<file path="src/rtl/mem_req_ctrl.sv">
// -----------------------------------------------------------------------------
// mem_req_ctrl
//
// Request-queuing controller placed directly in front of a single-port memory.
// Read/write requests arrive over a valid/ready handshake and are buffered in a
// small circular FIFO. An FSM issues them to the memory one at a time, in
// acceptance order. Read data is returned over a second valid/ready handshake.
// A read of an address at or beyond LOCATIONS returns an error response with
// zero data. A write to such an address is silently dropped.
//
// Memory contract driven by this block:
//   mem_op = 1 : write, committed at the clock edge where mem_op is high.
//   mem_op = 0 : read; mem_data_out is registered and valid in the cycle
//                after the address is presented.
//
// Ports
//   clk          in   rising-edge clock
//   reset        in   asynchronous, active-high reset
//   req_valid    in   request present
//   req_ready    out  FIFO can accept a request
//   req_op       in   1 = write, 0 = read
//   req_addr     in   [AW]       target address
//   req_data     in   [LOC_SIZE] write data (ignored for reads)
//   rsp_valid    out  read response present
//   rsp_ready    in   consumer accepts the response
//   rsp_data     out  [LOC_SIZE] read data (0 on error)
//   rsp_err      out  read address was out of range
//   mem_reset    out  reset forwarded unchanged to the memory
//   mem_op       out  memory operation (1 = write)
//   mem_addr     out  [AW]       memory address
//   mem_data_in  out  [LOC_SIZE] memory write data
//   mem_data_out in   [LOC_SIZE] memory read data
//   busy         out  FIFO non-empty or FSM not idle
// -----------------------------------------------------------------------------
module mem_req_ctrl #(
    parameter  int LOCATIONS = 16,
    parameter  int LOC_SIZE  = 8,
    parameter  int DEPTH     = 4,
    localparam int AW        = $clog2(LOCATIONS)
) (
    input  logic                clk,
    input  logic                reset,

    input  logic                req_valid,
    output logic                req_ready,
    input  logic                req_op,
    input  logic [AW-1:0]       req_addr,
    input  logic [LOC_SIZE-1:0] req_data,

    output logic                rsp_valid,
    input  logic                rsp_ready,
    output logic [LOC_SIZE-1:0] rsp_data,
    output logic                rsp_err,

    output logic                mem_reset,
    output logic                mem_op,
    output logic [AW-1:0]       mem_addr,
    output logic [LOC_SIZE-1:0] mem_data_in,
    input  logic [LOC_SIZE-1:0] mem_data_out,

    output logic                busy
);

    // -------------------------------------------------------------------------
    // Local parameters
    // -------------------------------------------------------------------------
    localparam int PW = $clog2(DEPTH);      // FIFO pointer width
    localparam int CW = $clog2(DEPTH + 1);  // FIFO occupancy width

    localparam logic [PW-1:0] PTR_LAST  = PW'(DEPTH - 1);
    localparam logic [CW-1:0] CNT_FULL  = CW'(DEPTH);
    // One extra bit so that LOCATIONS == 2**AW is representable.
    localparam logic [AW:0]   LOC_LIMIT = (AW + 1)'(LOCATIONS);

    localparam logic [2:0] S_IDLE  = 3'd0;
    localparam logic [2:0] S_WRITE = 3'd1;
    localparam logic [2:0] S_READ  = 3'd2;
    localparam logic [2:0] S_WAIT  = 3'd3;
    localparam logic [2:0] S_RESP  = 3'd4;

    // -------------------------------------------------------------------------
    // FIFO state
    // -------------------------------------------------------------------------
    logic                fifo_op_q   [DEPTH];
    logic [AW-1:0]       fifo_addr_q [DEPTH];
    logic [LOC_SIZE-1:0] fifo_data_q [DEPTH];

    logic [PW-1:0] wr_ptr_q, wr_ptr_d;
    logic [PW-1:0] rd_ptr_q, rd_ptr_d;
    logic [CW-1:0] count_q,  count_d;

    logic fifo_full;
    logic fifo_empty;
    logic push;
    logic pop;

    logic                head_op;
    logic [AW-1:0]       head_addr;
    logic [LOC_SIZE-1:0] head_data;
    logic                head_in_range;

    // -------------------------------------------------------------------------
    // FSM / datapath state
    // -------------------------------------------------------------------------
    logic [2:0]          state_q,    state_d;
    logic [AW-1:0]       cur_addr_q, cur_addr_d;
    logic [LOC_SIZE-1:0] cur_data_q, cur_data_d;
    logic [LOC_SIZE-1:0] rsp_data_q, rsp_data_d;
    logic                rsp_err_q,  rsp_err_d;

    // -------------------------------------------------------------------------
    // FIFO control
    // -------------------------------------------------------------------------
    assign fifo_full  = (count_q == CNT_FULL);
    assign fifo_empty = (count_q == '0);

    // Ready depends only on registered occupancy: a pop in the same cycle does
    // not open a slot until the following cycle.
    assign req_ready  = !fifo_full && !reset;
    assign push       = req_valid && req_ready;
    assign pop        = (state_q == S_IDLE) && !fifo_empty;

    assign head_op       = fifo_op_q[rd_ptr_q];
    assign head_addr     = fifo_addr_q[rd_ptr_q];
    assign head_data     = fifo_data_q[rd_ptr_q];
    assign head_in_range = ({1'b0, head_addr} < LOC_LIMIT);

    always_comb begin
        // NOTE: every variable assigned in an always_comb block gets a default
        // first, so no path leaves it unassigned and no latch is inferred.
        wr_ptr_d = wr_ptr_q;
        rd_ptr_d = rd_ptr_q;
        count_d  = count_q;

        if (push) begin
            wr_ptr_d = (wr_ptr_q == PTR_LAST) ? '0 : wr_ptr_q + 1'b1;
        end
        if (pop) begin
            rd_ptr_d = (rd_ptr_q == PTR_LAST) ? '0 : rd_ptr_q + 1'b1;
        end

        case ({push, pop})
            2'b10:   count_d = count_q + 1'b1;
            2'b01:   count_d = count_q - 1'b1;
            default: count_d = count_q;
        endcase
    end

    always_ff @(posedge clk or posedge reset) begin
        // NOTE: sequential state uses non-blocking assignments so every
        // register samples the pre-edge values of its inputs.
        if (reset) begin
            wr_ptr_q <= '0;
            rd_ptr_q <= '0;
            count_q  <= '0;
        end else begin
            wr_ptr_q <= wr_ptr_d;
            rd_ptr_q <= rd_ptr_d;
            count_q  <= count_d;
        end
    end

    // NOTE: the FIFO storage has no reset; an entry is only read after it was
    // written, and occupancy/pointers alone define what is valid.
    always_ff @(posedge clk) begin
        if (push) begin
            fifo_op_q[wr_ptr_q]   <= req_op;
            fifo_addr_q[wr_ptr_q] <= req_addr;
            fifo_data_q[wr_ptr_q] <= req_data;
        end
    end

    // -------------------------------------------------------------------------
    // Issue FSM
    // -------------------------------------------------------------------------
    always_comb begin
        state_d    = state_q;
        cur_addr_d = cur_addr_q;
        cur_data_d = cur_data_q;
        rsp_data_d = rsp_data_q;
        rsp_err_d  = rsp_err_q;

        case (state_q)
            S_IDLE: begin
                if (!fifo_empty) begin
                    if (head_in_range) begin
                        // cur_addr only follows in-range requests, so the
                        // memory never sees an out-of-range address.
                        cur_addr_d = head_addr;
                        cur_data_d = head_data;
                        state_d    = head_op ? S_WRITE : S_READ;
                    end else if (!head_op) begin
                        rsp_data_d = '0;
                        rsp_err_d  = 1'b1;
                        state_d    = S_RESP;
                    end
                    // Out-of-range write: popped and dropped, stay idle.
                end
            end

            S_WRITE: begin
                state_d = S_IDLE;
            end

            S_READ: begin
                state_d = S_WAIT;
            end

            S_WAIT: begin
                // Memory output is valid in this cycle, one after the address.
                rsp_data_d = mem_data_out;
                rsp_err_d  = 1'b0;
                state_d    = S_RESP;
            end

            S_RESP: begin
                if (rsp_ready) begin
                    state_d = S_IDLE;
                end
            end

            default: begin
                state_d = S_IDLE;
            end
        endcase
    end

    always_ff @(posedge clk or posedge reset) begin
        if (reset) begin
            state_q    <= S_IDLE;
            cur_addr_q <= '0;
            cur_data_q <= '0;
            rsp_data_q <= '0;
            rsp_err_q  <= 1'b0;
        end else begin
            state_q    <= state_d;
            cur_addr_q <= cur_addr_d;
            cur_data_q <= cur_data_d;
            rsp_data_q <= rsp_data_d;
            rsp_err_q  <= rsp_err_d;
        end
    end

    // -------------------------------------------------------------------------
    // Outputs
    // -------------------------------------------------------------------------
    // mem_op is decoded from the asynchronously reset state register, so a
    // reset during WRITE drops it at once and the pending commit never occurs.
    assign mem_op      = (state_q == S_WRITE);
    assign mem_addr    = cur_addr_q;
    assign mem_data_in = mem_op ? cur_data_q : '0;
    assign mem_reset   = reset;

    assign rsp_valid   = (state_q == S_RESP);
    assign rsp_data    = rsp_data_q;
    assign rsp_err     = rsp_err_q;

    assign busy        = !fifo_empty || (state_q != S_IDLE);

endmodule
</file>
<file path="config.mk">
export PLATFORM = sky130hd
export DESIGN_NAME = mem_req_ctrl
export DESIGN_NICKNAME = d
export VERILOG_FILES = /design/src/rtl/mem_req_ctrl.sv
export SDC_FILE = /design/constraint.sdc
export NUM_CORES = 1
export LEC_CHECK = 0
export ABC_CLOCK_PERIOD_IN_PS = 2300
export CAP_MARGIN = 20
export CORE_MARGIN = 2
export CORE_UTILIZATION = 35
export CTS_CLUSTER_SIZE = 25
export DETAILED_ROUTE_END_ITERATION = 8
export PLACE_DENSITY = 0.57
export SKIP_CTS_REPAIR_TIMING = 1
export SLEW_MARGIN = 30
export SYNTH_ARGS = -nofsm -noshare
export SYNTH_HDL_FRONTEND = slang
export SYNTH_SLANG_ARGS = --single-unit
</file>
<file path="constraint.sdc">
create_clock -name clk -period 2.3 [get_ports clk]
set_input_delay 0.345 -clock clk [delete_from_list [all_inputs] [get_ports clk]]
set_output_delay 0.345 -clock clk [all_outputs]
set_load 0.05 [all_outputs]
</file>
**Word-level counts from Yosys, hierarchy flattened**

Memories as Yosys holds them, arrays and structs flattened. A register that Yosys moved wholly into a read port is not among the register bits.
Cells that the tools add are included.

- Add/subtract/negate cells: 4
- Equality and inequality tests: 11
- Mux-type cells: 10
- Bitwise logic cells: 1
- Reduce and logical (&&, ||, !) cells: 13

Operator list:

| operator | count |
|---|---|
| $pmux 3 s4 | 1 |
| $mux 8 | 1 |
| $eq 2x2->1 const B | 3 |
| $eq 3x2->1 const B | 2 |
| $eq 3x3->1 const B | 2 |
| $logic_not 3->1 | 2 |
| $mux 2 | 3 |
| $mux 3 | 2 |
| $pmux 3 s2 | 1 |
| $add 2x1->2 const B | 2 |
| $reduce_and 2->1 | 2 |
| $add 3x1->3 const B | 1 |
| $eq 3x1->1 const B | 1 |
| $logic_and 1x1->1 | 3 |
| $logic_not 1->1 | 3 |
| $reduce_bool 3->1 | 1 |
| $sub 3x1->3 const B | 1 |
| $eq 2x1->1 const B | 1 |
| $mux 1 | 2 |
| $ne 2x1->1 const B | 1 |
| $ne 2x2->1 const B | 1 |
| $reduce_bool 2->1 | 1 |
| $logic_or 1x1->1 | 1 |
| $not 1->1 | 1 |

- Bits in registers: 18
- Memory bits (writable): 52
- Word-level logic and storage cells: 47
- Memories: 3

Memories:

| memory | words | bits a word | read ports | clocked after memory_dff | wr ports | line | source |
|---|---|---|---|---|---|---|---|
| fifo_data_q | 4 | 8 | 1 | 1 | 1 | 86 | `logic [LOC_SIZE-1:0] fifo_data_q [DEPTH];` |
| fifo_addr_q | 4 | 4 | 1 | 1 | 1 | 85 | `logic [AW-1:0] fifo_addr_q [DEPTH];` |
| fifo_op_q | 4 | 1 | 1 | 0 | 1 | 84 | `logic fifo_op_q [DEPTH];` |

**Logic depth before layout (Yosys ltp)**

- Depth in word-level cells: 6
- Mapped depth: 11

**Worst setup path after synthesis**

No wires, ideal clock.

- Path kind: flip-flop to output port
- Start point: reg state_q[1]
- End point: out mem_data_in[0]
- Data arrival time: 2.438 ns
- Data required time: 1.955 ns
- Slack: -0.483 ns
- Stages on the path, launching flop included: 3
- Buffers on the path: 0
- Cell sequence: dfrtp_1 > nor3b_1 > and2_1

- Word-level cells in the longest chain between the ends: 2

Ends and longest elaborated chain:

| what | line | source |
|---|---|---|
| from (decl) | 105 | `logic [2:0] state_q, state_d;` |
| from (signal assigned) | 236 | `state_q <= state_d;` |
| $eq 3x1->1 | 249 | `assign mem_op = (state_q == S_WRITE);` |
| named net mem_op | 56 | `output logic mem_op,` |
| $mux 8 | 251 | `assign mem_data_in = mem_op ? cur_data_q : '0;` |
| to (decl) | 58 | `output logic [LOC_SIZE-1:0] mem_data_in,` |

The timed path passes the listed nets, and every way through them passes these cells.

**Final worst setup path**

- Start point: reg count_q[0]
- End point: reg count_q[2]

- Elaborated cells between the ends (all ways): 13
- Classes of those cells: 2 x add/sub; 3 x eq/ne; 1 x mux; 7 x reduce/logical

RTL lines:

| what | line | source |
|---|---|---|
| from (decl) | 90 | `logic [CW-1:0] count_q, count_d;` |
| from (signal assigned) | 159 | `count_q <= count_d;` |
| $logic_not 3->1 * | 115 | `assign fifo_empty = (count_q == '0);` |
| $logic_not 1->1 * | 121 | `assign pop = (state_q == S_IDLE) && !fifo_empty;` |
| $logic_and 1x1->1 * | 121 |  |
| named net pop | 95 | `logic pop;` |
| $eq 2x1->1 or $eq 2x2->1 (tied branches) | 142 | `case ({push, pop})` |
| $pmux 3 s2 or $reduce_bool 2->1 (tied branches) | -- |  |

Mark *: on every way through the listed nets, which the timed path passes. The rest lies on a longest branch.
A chain may end at the register's enable or synchronous reset.

==> impl_metrics.env <==
export IMPL_yosysTopAreaCell="edfxtp_1"
export IMPL_area_delta_synth_final_pct=31.7
export IMPL_synthArstFlopShare=0.366
export IMPL_numPortBuffers=49
export IMPL_clkSlewWorstSetupHoldPaths_ps=80
export IMPL_via_per_inst=4.54
export IMPL_synthTopCellsByCount="edfxtp_1 (52), dfrtp_1 (30), mux2_2 (15)"
export IMPL_drtAntennaViolNets=0
export IMPL_powerDensity_nw_per_um2=1410
export IMPL_first_pass_iters=4
export IMPL_grt_overflow=0
export IMPL_synth_ff_type="edfxtp_1"
export IMPL_crit_chain="nor3_2 -> or4_1 -> inv_1 -> ha_2 -> inv_1 -> fa_2 -> xor2_1 -> nor2_1 -> xor2_1"
export IMPL_p_leak_nw=1.70
export IMPL_core_region_area_um2=9240
export IMPL_yosysUniqueCellTypes=30
export IMPL_max_slew_margin=0.523
export IMPL_vias=1736
export IMPL_min_period_ps=2130
export IMPL_avgRoutedWirePerCell_um=15.2
export IMPL_synth_top_cells_by_area="edfxtp_1 (47%), dfrtp_1 (23%), mux4_2 (8.8%)"
export IMPL_cts_made_buffers=9
export IMPL_grt_first_pass_wirelength_um=9360
export IMPL_synth_top_area_frac=0.469
export IMPL_syn_area_per_cell_um2=18.6
export IMPL_hold_class="in2async"
export IMPL_synth_seq_cells=82
export IMPL_cts_sinks=82
export IMPL_cap_violations=0
export IMPL_cpPeakStageDelay_ps=420
export IMPL_rsz0062_at_grt="false"
export IMPL_clk_path_buf_depth=2
export IMPL_initial_utilization=0.360
export IMPL_root_buffer="clkbuf_8"
export IMPL_finalCritPeriodShare=0.924
export IMPL_antenna_found_initial=0
export IMPL_stdcell_area_um2=4380
export IMPL_place_congestion=0.677
export IMPL_synth_nets=211
export IMPL_netlist_area_um2=3330
export IMPL_die_area_um2=10300
export IMPL_critPathKind="reg2reg"
export IMPL_synth_edf_count=52
export IMPL_power_w=0.00617
export IMPL_cp_required_ps=2570
export IMPL_die_h_um=101
export IMPL_antenna_cells=0
export IMPL_synth_most_common_cell="edfxtp_1"
export IMPL_worstSkewPairLatency_ps=350
export IMPL_htreeDepth=3
export IMPL_dp_cells=366
export IMPL_ios=51
export IMPL_yosys_warnings=0
export IMPL_setup_violations=0
export IMPL_nets=280
export IMPL_path_max_fanout=4
export IMPL_hpwlAfterDp_um=3950
export IMPL_hold_violations=0
export IMPL_synthCells=179
export IMPL_drive_gt1_frac=0.328
export IMPL_cts_tree="yes"
export IMPL_drt_initial_drc_count=46
export IMPL_outcome="completed"
export IMPL_grt_pass1_vias=1818
export IMPL_grt_max_degree=31
export IMPL_cp_slowest_cell="dfrtp_1"
export IMPL_fp_row_count=35
export IMPL_fin_skew_ps=11.9
export IMPL_layout_core_utilization=0.474
export IMPL_grt_usage=0.123
export IMPL_wl_um=5800
export IMPL_drc=0
export IMPL_dpl_cell_area_um2=4160
export IMPL_clock_fmax_mhz=470
export IMPL_cp_end_kind="register"
export IMPL_cp_start_kind="register"
export IMPL_die_w_um=101
export IMPL_crit_arrival_ps=2390
export IMPL_slew_viol_final=0
export IMPL_ys_seq_area_frac=0.695
export IMPL_irDropWorstVdd_mv=0.493
export IMPL_layoutNonFillerInstCount=382
export IMPL_tightestPinTransition_ps=716
[cell usage in the layout (no fill, tap or decap), types with 2 or more instances in the layout]
| cell | synthesis | routed |
|---|---|---|
| nor2_1 | 6 | 6 |
| and2_1 | 12 | 12 |
| mux2_2 | 15 | 15 |
| mux2_4 | 9 | 9 |
| ha_1 | 6 | 5 |
| clkdlybuf4s50_1 | 0 | 36 |
| dlymetal6s2s_1 | 0 | 2 |
| inv_1 | 10 | 10 |
| nand3b_1 | 2 | 2 |
| clkbuf_8 | 0 | 9 |
| nand2_1 | 2 | 2 |
| bufinv_16 | 0 | 2 |
| buf_12 | 1 | 11 |
| buf_4 | 2 | 16 |
| edfxtp_1 | 52 | 52 |
| dfrtp_1 | 30 | 30 |
| xor2_1 | 2 | 2 |
| mux4_2 | 13 | 13 |
[path summary, 6_finish.rpt]
check                         startpoint       endpoint  slack (ps)  cells after the start
min reg2reg                cur_data_q[0]  cur_data_q[0]         500                      1
min                                reset     count_q[1]         460                      3
max reg2reg                   count_q[0]     count_q[2]         170                      9
min in group clk           cur_data_q[0]  cur_data_q[0]         500                      1
max in group asynchronous          reset    wr_ptr_q[1]        1530                      3
max                           count_q[0]     count_q[2]         170                      9
[state kept, by name, indices dropped and copies added (netlist names)]
name / cells
fifo_data_q: 32
fifo_addr_q: 16
cur_data_q: 8
rsp_data: 8
fifo_op_q: 4
mem_addr: 4
count_q: 3
state_q: 3
rd_ptr_q: 2
wr_ptr_q: 2
[worst max-delay path, delay by kind of cell, from the launching register on]
family / cells / cell delay [ps]
AND/OR/NAND/NOR: 3 / 660
XOR/XNOR: 2 / 320
buffers and inverters: 2 / 140
flip-flops: 1 / 420
adder cells (fa/ha/maj): 2 / 510
[metrics by stage]
step	TNS [ps]	hold slack (ps)	setup WS (ps)
after floorplan	0	436	13.9
after CTS	-12.5	474	-12.5
final	0	463	174
after global routing	0	506	67.4
after detailed placement	0	486	165
after global placement	0	482	209
[metal layers]
metal / wire length (um) / up-vias / global-route usage
li1: - / 803 / -
met1: 2520 / 891 / 0.147
met2: 2990 / 35 / 0.213
met3: 198 / 7 / 0.0366
met4: 84 / 0 / 0.0437
met5: 0 / - / 0
[layout make-up]
class	instances	area [um^2]
Tap cell	129	161
Clock buffer	10	128
Fill cell	813	4860
Timing Repair Buffer	65	726
Inverter	10	37.5
Clock inverter	6	90.1
Multi-Input combinational cell	80	927
Sequential cell	82	2310
[logic make-up after synthesis]
group,Yosys count,share of synthesized area
compound gates,5,0.0105
xor+xnor,3,0.00790
fa+ha+maj,7,0.0286
buf+inv,17,0.0293
flops,82,0.695
mux,38,0.182
other cells,1,0.00113
simple gates,26,0.0451
[power by group]
part           switching (W)  internal (W)
sequential          0.000266       0.00196
combinational        0.00140       0.00141
clock               0.000515      0.000616
total                0.00219       0.00399
No activity file was read; power rests on OpenSTA's default activity.
